--- src/rtl/clk_div_monitor.sv ---
// Receive-side period checker for divide-by-2^(i+1) clocks: per-channel lock, sticky error, fail count.
// Optional build macro PHASE_CHECK_EN adds divider-alignment checking (phase_err).
module clk_div_monitor #(
   parameter int unsigned NUM_CLKS  = 3,
   parameter int unsigned LOCK_CNT  = 4,
   parameter int unsigned ERR_CNT_W = 8
) (
   input  logic                 clk,
   input  logic                 reset,
   input  logic [NUM_CLKS-1:0]  clks,
   output logic [NUM_CLKS-1:0]  locked,
   output logic                 all_locked,
   output logic [NUM_CLKS-1:0]  err,
   output logic [NUM_CLKS-1:0]  phase_err,
   output logic [ERR_CNT_W-1:0] err_count
);

   localparam int unsigned CNT_W  = NUM_CLKS + 1;
   localparam int unsigned GOOD_W = $clog2(LOCK_CNT + 1);
   localparam int unsigned ADD_W  = $clog2(NUM_CLKS + 1);
   localparam int unsigned SUM_W  = ERR_CNT_W + ADD_W;

   typedef enum logic [1:0] {IDLE, TRACK, LOCKED, FAIL} state_t;

   logic [NUM_CLKS-1:0]  s, s_prev, edge_det, phase_bad, fail_entry;
   logic [CNT_W-1:0]     cnt      [NUM_CLKS];
   logic [CNT_W-1:0]     cnt_nxt  [NUM_CLKS];
   logic [GOOD_W-1:0]    good     [NUM_CLKS];
   logic [GOOD_W-1:0]    good_nxt [NUM_CLKS];
   state_t               state    [NUM_CLKS];
   state_t               state_nxt[NUM_CLKS];
   logic [ADD_W-1:0]     n_fail;
   logic [SUM_W-1:0]     sum;
   logic [ERR_CNT_W-1:0] err_count_nxt;

   assign edge_det = s ^ s_prev;

`ifdef PHASE_CHECK_EN
   logic [NUM_CLKS-1:0] fall;
   assign fall = s_prev & ~s;

   always_comb begin
      phase_bad = '0;
      for (int unsigned i = 1; i < NUM_CLKS; i++) begin
         phase_bad[i] = edge_det[i] & ~fall[i-1];
      end
   end
`else
   assign phase_bad = '0;
`endif

   // cnt holds the level length up to the previous cycle, so at an edge it is the
   // length of the level just ended and without an edge it flags a level about to overrun.
   always_comb begin
      for (int unsigned i = 0; i < NUM_CLKS; i++) begin
         state_nxt[i]  = state[i];
         good_nxt[i]   = good[i];
         fail_entry[i] = 1'b0;
         cnt_nxt[i]    = edge_det[i] ? CNT_W'(1) : ((&cnt[i]) ? cnt[i] : cnt[i] + 1'b1);
         case (state[i])
            IDLE, FAIL: begin
               if (edge_det[i]) begin
                  state_nxt[i] = TRACK;
                  good_nxt[i]  = '0;
               end
            end
            TRACK, LOCKED: begin
               if (edge_det[i] && (cnt[i] == (CNT_W'(1) << i)) && !phase_bad[i]) begin
                  if (state[i] == TRACK) begin
                     good_nxt[i] = good[i] + 1'b1;
                     if (good[i] + 1'b1 == GOOD_W'(LOCK_CNT)) state_nxt[i] = LOCKED;
                  end
               end else if (edge_det[i] || (cnt[i] == (CNT_W'(1) << i))) begin
                  state_nxt[i]  = FAIL;
                  fail_entry[i] = 1'b1;
               end
            end
            default: state_nxt[i] = IDLE;
         endcase
      end
   end

   always_comb begin
      n_fail = '0;
      for (int unsigned i = 0; i < NUM_CLKS; i++) begin
         n_fail = n_fail + ADD_W'(fail_entry[i]);
      end
      sum           = SUM_W'(err_count) + SUM_W'(n_fail);
      err_count_nxt = (sum > SUM_W'({ERR_CNT_W{1'b1}})) ? '1 : sum[ERR_CNT_W-1:0];
   end

   always_ff @(posedge clk) begin
      if (reset) begin
         s         <= '0;
         s_prev    <= '0;
         err       <= '0;
         err_count <= '0;
         for (int unsigned i = 0; i < NUM_CLKS; i++) begin
            state[i] <= IDLE;
            cnt[i]   <= '0;
            good[i]  <= '0;
         end
      end else begin
         s         <= clks;
         s_prev    <= s;
         err       <= err | fail_entry;
         err_count <= err_count_nxt;
         for (int unsigned i = 0; i < NUM_CLKS; i++) begin
            state[i] <= state_nxt[i];
            cnt[i]   <= cnt_nxt[i];
            good[i]  <= good_nxt[i];
         end
      end
   end

`ifdef PHASE_CHECK_EN
   always_ff @(posedge clk) begin
      if (reset) phase_err <= '0;
      else       phase_err <= phase_err | (fail_entry & phase_bad);
   end
`else
   assign phase_err = '0;
`endif

   always_comb begin
      for (int unsigned i = 0; i < NUM_CLKS; i++) begin
         locked[i] = (state[i] == LOCKED);
      end
   end

   assign all_locked = &locked;

endmodule

--- config.mk ---
export PLATFORM = sky130hd
export DESIGN_NAME = clk_div_monitor
export DESIGN_NICKNAME = d
export VERILOG_FILES = /design/src/rtl/clk_div_monitor.sv
export SDC_FILE = /design/constraint.sdc
export NUM_CORES = 1
export LEC_CHECK = 0
export CAP_MARGIN = 25
export CORE_UTILIZATION = 45
export DETAILED_ROUTE_END_ITERATION = 7
export PLACE_DENSITY = 0.65
export SLEW_MARGIN = 20
export SYNTH_ARGS = -nofsm -noshare
export SYNTH_HDL_FRONTEND = slang
export SYNTH_SLANG_ARGS = --single-unit
--- constraint.sdc ---
create_clock -name clk -period 6.2 [get_ports clk]
set_input_delay 0.93 -clock clk [delete_from_list [all_inputs] [get_ports clk]]
set_output_delay 0.93 -clock clk [all_outputs]
set_load 0.02 [all_outputs]
Word-level counts from Yosys, hierarchy flattened
Memory sizes are Yosys's and may differ from the RTL's.
Index checks and enable logic that the tools add are counted.
- bits in writable memories: 27
- output and inout port bits: 18
- memories: 3
- bits in registers: 17
- bitwise gates (word level): 11
- reductions and logical operators: 19
- order comparisons: 1
- eq/ne operators: 15
- mux-type cells: 58
- $add $sub $neg: 9
- memories (memory ; depth ; width ; rd ports ; clocked after memory_dff ; wr ports ; line ; RTL):
    cnt ; 3 ; 4 ; 3 ; 0 ; 3 ; 26 ; logic [CNT_W-1:0] cnt [NUM_CLKS];
    good ; 3 ; 3 ; 3 ; 0 ; 3 ; 28 ; logic [GOOD_W-1:0] good [NUM_CLKS];
    state ; 3 ; 2 ; 3 ; 0 ; 3 ; 30 ; state_t state [NUM_CLKS];
- operators with widths (operator ; count):
    2-to-1 mux 2 bit ; 18
    2-to-1 mux 3 bit ; 12
    2-to-1 mux 4 bit ; 9
    case mux 3 bit (2 select lines) ; 3
    adder 4 x 1 -> 4 bit (second input constant) ; 3
    == test 2 bit (second input constant) ; 6
    2-to-1 mux 1 bit ; 12
    case mux 2 bit (2 select lines) ; 3
    AND reduction 4 bit ; 3
    OR reduction 2 bit ; 6
    adder 3 x 1 -> 3 bit (second input constant) ; 3
    adder 8 x 2 -> 9 bit ; 1
    == test 3 bit (second input constant) ; 3
    > comparator 9 x 8 -> 1 bit (second input constant) ; 1
    OR 1 bit ; 9
    2-to-1 mux 8 bit ; 1
    == test 2 x 1 -> 1 bit (second input constant) ; 3
    logical NOT 2 bit ; 3
    == test 4 x 1 -> 1 bit (second input constant) ; 1
    == test 4 x 2 -> 1 bit (second input constant) ; 1
    == test 4 x 3 -> 1 bit (second input constant) ; 1
    logical AND 1 bit ; 3
    logical OR 1 bit ; 3
    OR 3 bit ; 1
    other kinds (4) ; 4

Longest topological paths before layout
An unclocked memory read counts as a cell.
- depth in word-level cells: 11
- gate-level depth with buffers: 13
- mapped depth without buffers: 13

Worst setup path after synthesis
Ideal clock, no wire load.
- path kind: flip-flop to flip-flop
- start point: memory cnt[0][8] in the netlist's numbering
- end point: register err_count[6]
- clock period less this slack: 2.889 ns
- buffers on the path: 0
- slack: 3.311 ns
- stages on the path, launching flop included: 14
- data arrival time: 2.798 ns
- cell sequence: dfxtp_1 > inv_1 > ha_1 > and2_1 > inv_1 > ha_1 > nor2b_1 > fa_1 > ha_1 > inv_1 > fa_1 > and3b_1 > a31oi_1 > a311oi_1
- RTL lines (item ; line ; RTL):
    start: declaration ; 26 ;
    end signal: assignment ; 107 ; err_count <= err_count_nxt;
    end: declaration ; 15 ; output logic [ERR_CNT_W-1:0] err_count

==> results.tsv <==
metric	value	unit
Pint	0.516	mW
CTS Hold Bufs	0	
DR DRC count	0	
Routed WL per cell	11.9	µm
Achievable Freq	323	MHz
most area-hungry cell type in the Yosys netlist	dfxtp_1	
Root Buffer	clkbuf_8	
share of the synthesized area in the top cell type	36.9	%
Die Width	74.8	µm
net switching power	0.231	mW
met1 usage	21.9	%
Mapped Area	2390	µm²
synth unique cells	41	
PortBufs	19	
Routed WL	4.25	mm
crit-path leading delay family	adder cells	
clock latency on the worst-skew pair	0.29	ns
clock skew	0.00707	ns
hold crit path type	reg -> reg	
Synth Register Bits	44	
Max FO, Critical Path	5	
RSZ-0062 raised after global routing	no	
H-tree depth	2	
CP endpoint kind	register	
Syn. warnings	0	
grt ovf	0	
global routing met2 resource utilization	27.4	%
CTS tree	built	
Gate Count Post-Synth	266	
hold_ws	0.475	ns
Clock Sink Count	44	
Max stage delay on crit path	0.52	ns
Nets	318	
Ant. Diodes	0	
initial antenna violation count	0	
first-pass GRT wire length	7.18	mm
count of pins over their slew limit	0	
1st-pass router iterations	4	
Post-DP HPWL	3.02	mm
Required @ worst endpoint	6.42	ns
crit path kind	reg -> reg	
clk slew on worst S/H paths	0.08	ns
CTS buffer count	5	
most common cell in the netlist	dfxtp_1	
initial core utilization	46.7	%
Synth Area per Inst	8.97	µm²
largest cells by area after synthesis	dfxtp_1 (37%), ha_1 (14%), nor2b_1 (5.8%)	
Ports	23	
Clock Tree Buf Depth	2	
VDD IR max	0.000141	V
met3 Track Usage GR	4.02	%
Final Cycle Share	49.9	%
Critical Path, Cell by Cell	inv_1 -> ha_1 -> nand2_1 -> inv_1 -> ha_1 -> nor2b_1 -> fa_1 -> ha_1 -> inv_1 -> fa_1 -> and3b_1 -> nand3_1 -> a21oi_1	
Post-CTS Setup Repair Bufs	0	
Clk network pwr share	28.7	%
number of global-route vias before repair	1643	
post_cts resized	0	
Final Critical Period	3.09	ns
gr busiest metal	met2	
Die Span Y	74.8	µm
# setup viols final	0	
overall power	0.748	mW
area added between synthesis and finish	14.7	%
MaxCap Viol Count	0	
setup ws final	3.11	ns
Final Wtd Congestion	0.806	
outcome	finished clean	
arrival time at the worst endpoint	3.32	ns
setup TNS	0	ns
DP Worst Slack	3.13	ns
Post-synth ARST share	0	%
GRT Total Usage	16.9	%
Startpoint Class	register	
CP max-delay cell	fa_1	
Buf/Inv on CP	3	
EDFF count, synth	0	
Final Hold Vio Count	0	
vias per cell	5.24	
Pleak	1.12	nW
post-synthesis sequential area ratio	36.9	%
PwrDens	273	nW/µm²
Top FF cell, synth	dfxtp_1	
remaining antenna violation count	0	
Die ar.	5600	µm²
share of cells above drive strength 1	5.24	%
routed vias	1865	
core box area	5110	µm²
number of fill cells in the layout	496	
Core Rows	26	
pin count of the biggest net entering global routing	42	
Starting DRT DRC Count	85	
switching share of power	30.9	%
synth cell count leaders	dfxtp_1 (44), inv_1 (27), ha_1 (26), nor2b_1 (22), nor2_1 (17)	
combinational group share of total power	26.2	%
Flop pwr share	45.1	%
==> power by group through the flow <==
stage	registers [mW]	logic [mW]	clock network, mW
finish	0.337	0.196	0.215
global route	0.342	0.226	0.235
CTS	0.337	0.198	0.223
detailed placement	0.344	0.197	0
global placement	0.343	0.195	0
floorplan	0.348	0.137	0
==> cells by family (layout without fill, tap and decap cells) <==
logic type	count (synthesis)	count (layout)	share of synthesized area (%)
AO/OA/AOI/OAI	57	57	17.1
XOR/XNOR	7	7	3.51
adder cells (fa/ha/maj)	28	28	15.3
buffers and inverters	38	56	6.45
flip-flops	44	44	36.9
multiplexers	1	1	0.419
other	1	3	0.157
AND/OR/NAND/NOR	90	90	20.2
==> path summary, 6_finish.rpt <==
| check | cells after the start | slack [ns] | endpoint | from |
|---|---|---|---|---|
| worst max-delay path | 13 | 3.11 | err_count[0] | cnt[0][1] |
| worst min-delay path | 2 | 0.48 | err[1] | err[1] |
| worst max register to register | 13 | 3.11 | err_count[0] | cnt[0][1] |
| worst min register to register | 2 | 0.48 | err[1] | err[1] |
==> cell type report <==
| class | instances | area, µm² | share of cell area (%) |
|---|---|---|---|
| clock buffer | 6 | 72.6 | 2.65 |
| clock inverter | 2 | 35.0 | 1.28 |
| inverter | 28 | 105 | 3.84 |
| multi-input combinational | 186 | 1360 | 49.7 |
| sequential | 44 | 881 | 32.2 |
| tap | 70 | 87.6 | 3.20 |
| timing repair buffer | 20 | 198 | 7.22 |
==> state kept, by name, indices dropped and copies added (netlist names) <==
name	cells
cnt	12
good	9
err_count	8
state	6
err	3
s	3
s_prev	3
==> per-stage QoR <==
stage          cell area [µm²]  std cells  utilization [%]
2_1_floorplan             2390        268                -
3_3_place_gp              2630        348             51.5
3_5_place_dp              2630        348             51.5
4_1_cts                   2740        356             53.6
5_1_grt                   2740        356             53.6
6_report                  2740        356             53.6
==> layout by cell type, fill, tap and decap left out, drive strengths merged, types with 9 or more instances in the layout <==
master	count
nand2	9
dfxtp	44
a21oi	14
inv	28
nand3	14
ha	26
nor2	17
clkdlybuf4s50	19
nor3	11
o21ai	9
nor2b	22
a31oi	9
==> layer usage <==
metal	vias to the layer above	share of wire (%)
met5	-	0
met2	47	44
met4	0	0.99
met3	5	4.1
li1	964	-
met1	849	51
==> tightest hold or removal path: cells and delay by family (launching register included) <==
family | cells | cell delay [ns]
simple gates | 2 | 0.12
flops | 1 | 0.33
Note: power is estimated with default switching activity, not from simulation.
